$ cat src/rtl/board_pkg.sv
// Shared sizes, FSM encoding and cell addressing for the 32x16 board bitmap.
package board_pkg;
  localparam int unsigned ROWS   = 32;
  localparam int unsigned COLS   = 16;
  localparam int unsigned ROW_W  = 5;
  localparam int unsigned COL_W  = 4;
  localparam int unsigned ADDR_W = 9;
  localparam int unsigned CELLS  = ROWS * COLS;
  localparam logic        CLEAR_VAL = 1'b0;

  typedef enum logic [1:0] {
    IDLE   = 2'd0,
    ROW_WR = 2'd1,
    CLEAR  = 2'd2
  } state_t;

  function automatic logic [ADDR_W-1:0] cell_addr(input logic [ROW_W-1:0] row,
                                                  input logic [COL_W-1:0] col);
    return {row, col};
  endfunction
endpackage

$ cat src/rtl/board_bitmem.sv
// 512x1 bit storage: one synchronous write port, one asynchronous read port, no reset.
module board_bitmem
  import board_pkg::*;
(
  input  logic              clk_25mhz,
  input  logic              i_we,
  input  logic [ADDR_W-1:0] i_waddr,
  input  logic              i_wdata,
  input  logic [ADDR_W-1:0] i_raddr,
  output logic              o_rdata_c
);
  logic r_mem [CELLS];

  always_ff @(posedge clk_25mhz) begin
    if (i_we) r_mem[i_waddr] <= i_wdata;
  end

  assign o_rdata_c = r_mem[i_raddr];
endmodule

$ cat src/rtl/board_bitmap_writer.sv
// Serialises row writes and full-board clears into one bit-write per cycle;
// the VGA side reads the same storage combinationally.
module board_bitmap_writer
  import board_pkg::*;
(
  input  logic              clk_25mhz,
  input  logic              reset,
  input  logic              wr_req,
  input  logic [ROW_W-1:0]  wr_row,
  input  logic [COLS-1:0]   wr_data,
  input  logic              clr_req,
  output logic              busy,
  output logic              done,
  input  logic [ADDR_W-1:0] Bit_addr,
  output logic              bitin
);
  state_t             r_state;
  logic [ROW_W-1:0]   r_row;
  logic [COLS-1:0]    r_data;
  logic [COL_W-1:0]   r_col;
  logic [ADDR_W-1:0]  r_cnt;
  logic               r_busy;
  logic               r_done;

  logic               w_we;
  logic [ADDR_W-1:0]  w_waddr;
  logic               w_wdata;

  // Write port follows the registered state, so reset stops writes at once.
  assign w_we    = (r_state != IDLE);
  assign w_waddr = (r_state == ROW_WR) ? cell_addr(r_row, r_col) : r_cnt;
  assign w_wdata = (r_state == ROW_WR) ? r_data[r_col] : CLEAR_VAL;

  always_ff @(posedge clk_25mhz or negedge reset) begin
    if (!reset) begin
      r_state <= IDLE;
      r_row   <= '0;
      r_data  <= '0;
      r_col   <= '0;
      r_cnt   <= '0;
      r_busy  <= 1'b0;
      r_done  <= 1'b0;
    end else begin
      r_done <= 1'b0;
      case (r_state)
        IDLE: begin
          // Clear takes priority; a coincident row write is dropped.
          if (clr_req) begin
            r_state <= CLEAR;
            r_cnt   <= '0;
            r_busy  <= 1'b1;
          end else if (wr_req) begin
            r_state <= ROW_WR;
            r_row   <= wr_row;
            r_data  <= wr_data;
            r_col   <= '0;
            r_busy  <= 1'b1;
          end
        end
        ROW_WR: begin
          r_col <= r_col + COL_W'(1);
          if (r_col == COL_W'(COLS - 1)) begin
            r_state <= IDLE;
            r_busy  <= 1'b0;
            r_done  <= 1'b1;
          end
        end
        CLEAR: begin
          r_cnt <= r_cnt + ADDR_W'(1);
          if (r_cnt == ADDR_W'(CELLS - 1)) begin
            r_state <= IDLE;
            r_busy  <= 1'b0;
            r_done  <= 1'b1;
          end
        end
        default: r_state <= IDLE;
      endcase
    end
  end

  assign busy = r_busy;
  assign done = r_done;

  board_bitmem u_mem (
    .clk_25mhz (clk_25mhz),
    .i_we      (w_we),
    .i_waddr   (w_waddr),
    .i_wdata   (w_wdata),
    .i_raddr   (Bit_addr),
    .o_rdata_c (bitin)
  );
endmodule

$ cat config.mk
export PLATFORM = sky130hd
export DESIGN_NAME = board_bitmap_writer
export DESIGN_NICKNAME = d
export VERILOG_FILES = /design/src/rtl/board_pkg.sv /design/src/rtl/board_bitmem.sv /design/src/rtl/board_bitmap_writer.sv
export SDC_FILE = /design/constraint.sdc
export NUM_CORES = 1
export LEC_CHECK = 0
export CORE_AREA = 4 4 253 255
export DETAILED_ROUTE_END_ITERATION = 16
export DIE_AREA = 0 0 257 259
export PLACE_DENSITY = 0.54
export SYNTH_ARGS = -nofsm -noshare
export SYNTH_HDL_FRONTEND = slang
export SYNTH_SLANG_ARGS = --single-unit
$ cat constraint.sdc
create_clock -name clk_25mhz -period 13.24 [get_ports clk_25mhz]
set_input_delay 1.986 -clock clk_25mhz [delete_from_list [all_inputs] [get_ports clk_25mhz]]
set_output_delay 1.986 -clock clk_25mhz [all_outputs]
set_load 0.005 [all_outputs]
# After elaboration in Yosys (flattened, before gate mapping)
# Memories as Yosys holds them, arrays and structs flattened.
# Cells that the tools add are included.
# word_totals
inputBits	34
regBits	38
output_inout_bits	3
ram_bits	512
mem_count	1
elab_cells	56
# classes
bitwise_logic	1
n_eq_ne	10
muxes	24
n_lt_le_gt_ge	1
n_addsub	2
reduce_logical	10
# memory_table
memory	words	word_bits	read_ports	rd_ports_with_merged_regs	write_ports	line	source
u_mem.r_mem	512	1	1	0	1	board_bitmem.sv:12	logic r_mem [CELLS];
# ops
operator	count
9-bit 2-to-1 mux	2
9-bit one-hot mux with 2 select lines	1
1-bit 2-to-1 mux	10
9-bit by 1-bit adder with 9-bit output, second input constant	1
9-bit equality test, second input constant	1
3-bit AND reduction	3
2-bit 2-to-1 mux	4
4-bit 2-to-1 mux	2
2-bit inequality test, second input constant	4
4-bit one-hot mux with 2 select lines	1
2-bit one-hot mux with 3 select lines	1
2-bit nonzero test	3
4-bit by 5-bit less-than comparator with 1-bit output, second input constant	1
4-bit by 1-bit adder with 4-bit output, second input constant	1
1-bit binary-select mux with 4-bit select	1
4-bit equality test, second input constant	1
4-bit AND reduction	1
3-bit inequality test, second input constant	1
1-bit one-hot mux with 3 select lines	1
3-bit nonzero test	1
2-bit by 1-bit equality test with 1-bit output, second input constant	1
2-bit equality test, second input constant	1
2-bit zero test	1
2-bit by 1-bit inequality test with 1-bit output, second input constant	1
3 further kinds	3

# Depth between registers and ports, before layout
# depth
depth_word	3
mapped_depth	11
depth_no_buf	9

# Modules after synthesis
# From an unflattened synthesis, not the netlist that was laid out.
# unflattened
hier_cells	1785
area_unflattened_um2	24593.6
# by_module_without_submodules
mod	cells_each	instances	area_per_inst_um2
board_bitmem	1614	1	22589.2
board_bitmap_writer	171	1	2004.4

# Least setup slack after synthesis
# No wires, ideal clock.
# synth_path
kind	register to register
startpoint	register r_state[1]
endpoint	memory u_mem.r_mem[0], data pin
t_required_ns	11.708
arrival_ns	7.661
setup_slack_ns	4.047
path_stages_with_launch	6
cell_sequence	dfrtp_1 inv_1 ha_1 clkbuf_1 clkbuf_1 and2_1
# synth_via
elab_chain_cells	2
# synth_rtl
element	line	source
from (decl)	board_bitmap_writer.sv:17	state_t r_state;
from (signal assigned)	board_bitmap_writer.sv:36	r_state <= IDLE;
from (signal assigned)	board_bitmap_writer.sv:49	r_state <= CLEAR;
from (signal assigned)	board_bitmap_writer.sv:53	r_state <= ROW_WR;
2-bit by 1-bit equality test with 1-bit output	board_bitmap_writer.sv:32	assign w_wdata = (r_state == ROW_WR) ? r_data[r_col] : CLEAR_VAL;
1-bit 2-to-1 mux	board_bitmap_writer.sv:32	
named net u_mem.i_wdata	board_bitmem.sv:8	input logic i_wdata,
to (decl)	board_bitmem.sv:12	
# The timed path passes the listed nets, and every way through them passes these cells.

# Worst setup path in the final report
# layout_path
startpoint	input Bit_addr[0]
endpoint	output bitin
# layout_via
elab_chain_cells	1
# layout_rtl
element	line	source
from (decl)	board_bitmap_writer.sv:14	input logic [ADDR_W-1:0] Bit_addr,
memory 512 x 1 bit	n/a	
to (decl)	board_bitmap_writer.sv:15	output logic bitin
# No other way between the ends.

==> results_dict.tcl <==
set metrics [dict create \
    status "finished clean" \
    synth_area_um2 24500 \
    drive_above_1_share_pct 11.3 \
    cts_tree "yes" \
    syn_to_final_growth_pct 10.6 \
    fin_crit_ns 7.92 \
    grt_overflow 0 \
    drc 0 \
    antenna_found_initial 0 \
    slew_headroom_pct 16.5 \
    chipHeight_um 259 \
    row_count 91 \
    grt_pass1_wl_um 94800 \
    ant_nets 0 \
    io_pins 37 \
    wl_per_cell_um 24.0 \
    yosys.area.top_type "edfxtp_1" \
    ir_worst_vdd_mv 0.116 \
    dpl_worst_slack_ns 5.31 \
    drt_iter0_drc 1643 \
    async_flop_share_pct 6.91 \
    hold_path_class "register to register" \
    hold_violations 0 \
    yosysSeqAreaShare_pct 66.5 \
    coreArea_um2 61600 \
    cts.sinks 550 \
    grt_pass1_vias 14900 \
    fin_cells 2655 \
    cts_made_buffers 59 \
    rsz0062_at_grt "no" \
    finalSetupTns_ns 0 \
    placed_cells 2550 \
    first_pass_iters 7 \
    yosys-top-cells-area "edfxtp_1 (63%), nor2_1 (8.4%), mux4_2 (5.8%), mux2i_1 (4.8%), dfrtp_1 (3.9%)" \
    fin_nets 1815 \
    track_usage_pct 18.8 \
    insertion_delay_ns 0.62 \
    root_buffer "clkbuf_16" \
    dieWidth_um 257 \
    h-tree-depth 2 \
    antenna_cells 0 \
    yosysWarnings 0 \
    grt_max_degree 140 \
    synth_top_area_share_pct 62.7 \
    power_density_nw_per_um2 162 \
    drv_cap 0 \
    die_area_um2 66600 \
    min_period_over_period_pct 59.8 \
    cts_setup_buffers 0 \
    start_util_pct 39.8 \
    cts_buffer_depth 3 \
    numPortBuffers 36 \
    dpl.hpwl_um 33800 \
    ctsHoldBuffers 0 \
    critPathRequiredTime_ns 11.25 \
    clk_pin_slew_ns 0.06 \
    vias 15000 \
    worst_slack_ns 5.32 \
    synth_edf_count 512 \
    crit_fanout 117 \
    ys.flop_type "edfxtp_1" \
    cp-end-kind "output pin" \
    drt-total-wl_um 63700 \
    gp_congestion 0.781 \
    syn_nets 1842 \
    finalSetupViolations 0 \
    vias_per_cell 5.64 \
    critPathKind "input port to output pin" \
    nFillCells 5595 \
    p_leak_nw 8.54 \
    arrival_ns 5.94 \
    synth.most_common_cell "nor2_1" \
    synthTopCellsByCount "nor2_1 (549), edfxtp_1 (512), mux2i_1 (117), clkbuf_1 (79), nand2_1 (71)" \
    worstMarginPinSlew_ns 1.25 \
    synth_area_per_cell_um2 13.6 \
    syn_inst 1801 \
    slew_violations 0 \
    ctsResizeCount 0 \
    ys_types 54 \
    fmax_mhz 126 \
    clock_skew_ns 0.0217 \
    worstSetupStartpointType "input port" \
    synth_seq_cells 550 \
    rrSetupSlack_ns 8.60 \
]
-- metrics by stage --
step	hold WS (ns)	area [um2]	total power [W]	utilization [%]
3_5_place_dp	0.471	25300	0.00288	41.1
3_3_place_gp	0.472	25300	0.00285	41.1
5_1_grt	0.522	27100	0.00455	44.0
2_1_floorplan	0.470	24500	0.00270	-
4_1_cts	0.502	27100	0.00443	44.0
6_report	0.496	27100	0.00438	44.0
-- per-layer routing --
| layer | vias up | track usage, % | share of wire (%) |
|---|---|---|---|
| li1 | 6618 | - | - |
| met2 | 510 | 31.1 | 48 |
| met5 | - | 0 | 0 |
| met1 | 7747 | 26.0 | 43 |
| met4 | 0 | 4.74 | 2.3 |
| met3 | 102 | 3.40 | 7.1 |
-- worst max-delay path: stages --
cell,delay (ns)
buf_8,0.51
buf_12,0.70
mux4_2,0.63
o22ai_1,0.17
nor3_1,0.07
o31ai_1,0.55
a2111o_1,0.30
o2111ai_1,0.24
clkdlybuf4s50_1,0.51
-- final timing paths --
path                                  start               end  cells past startpoint
worst min register to register         busy              busy                      2
min in group asynchronous             reset              busy                      1
worst max-delay path            Bit_addr[0]             bitin                      9
worst min-delay path                   busy              busy                      2
worst max register to register     r_col[0]  u_mem.r_mem[506]                      5
max in group asynchronous             reset        r_data[12]                      1
-- power breakdown --
part           total (W)  internal (W)  switching [W]
clock            0.00155      0.000891       0.000659
combinational   0.000664      0.000170       0.000495
sequential       0.00217       0.00213      0.0000422
total            0.00438       0.00319        0.00120
-- layout make-up --
| type | instances | area [um2] | area share, % |
|---|---|---|---|
| sequential | 550 | 16300 | 60.2 |
| clock buffer | 88 | 1690 | 6.23 |
| inverter | 18 | 67.6 | 0.249 |
| timing repair buffer | 61 | 553 | 2.04 |
| clock inverter | 17 | 97.6 | 0.360 |
| multi-input combinational | 1084 | 7350 | 27.1 |
| tap | 837 | 1050 | 3.86 |
-- cell families (layout without fill, tap and decap cells) --
| family | Yosys count | count (layout) | share of synthesized area (%) |
|---|---|---|---|
| simple gates | 664 | 664 | 10.6 |
| flops | 550 | 550 | 66.5 |
| mux | 216 | 216 | 13.1 |
| compound gates | 197 | 197 | 5.85 |
| buf+inv | 167 | 184 | 3.62 |
| fa+ha+maj | 7 | 7 | 0.357 |
-- sequential cells by signal, indices dropped and copies added (netlist names) --
register,flops
u_mem.r_mem,512
r_data,16
r_cnt,9
r_row,5
r_col,4
r_state,2
busy,1
done,1
-- cell usage in the layout, fill, tap and decap left out, types with 4 or more instances in the layout --
| master | instances |
|---|---|
| nand3_1 | 16 |
| a22o_1 | 8 |
| nor2_1 | 549 |
| o21ai_0 | 23 |
| clkbuf_1 | 22 |
| nor3_1 | 7 |
| buf_4 | 25 |
| nand2_2 | 11 |
| a31oi_1 | 4 |
| clkinv_1 | 11 |
| ha_1 | 7 |
| o221ai_2 | 4 |
| o221ai_1 | 52 |
| nand2_1 | 60 |
| a21oi_1 | 40 |
| clkbuf_16 | 62 |
| clkinv_2 | 6 |
| o32ai_1 | 9 |
| clkbuf_8 | 4 |
| o211ai_1 | 7 |
| mux2_2 | 22 |
| dfrtp_1 | 38 |
| a32o_1 | 4 |
| o22ai_1 | 23 |
| edfxtp_1 | 512 |
| mux2i_1 | 117 |
| mux4_1 | 14 |
| clkdlybuf4s50_1 | 32 |
| mux4_2 | 63 |
| inv_1 | 17 |
Note: power is estimated with default switching activity, not from simulation.
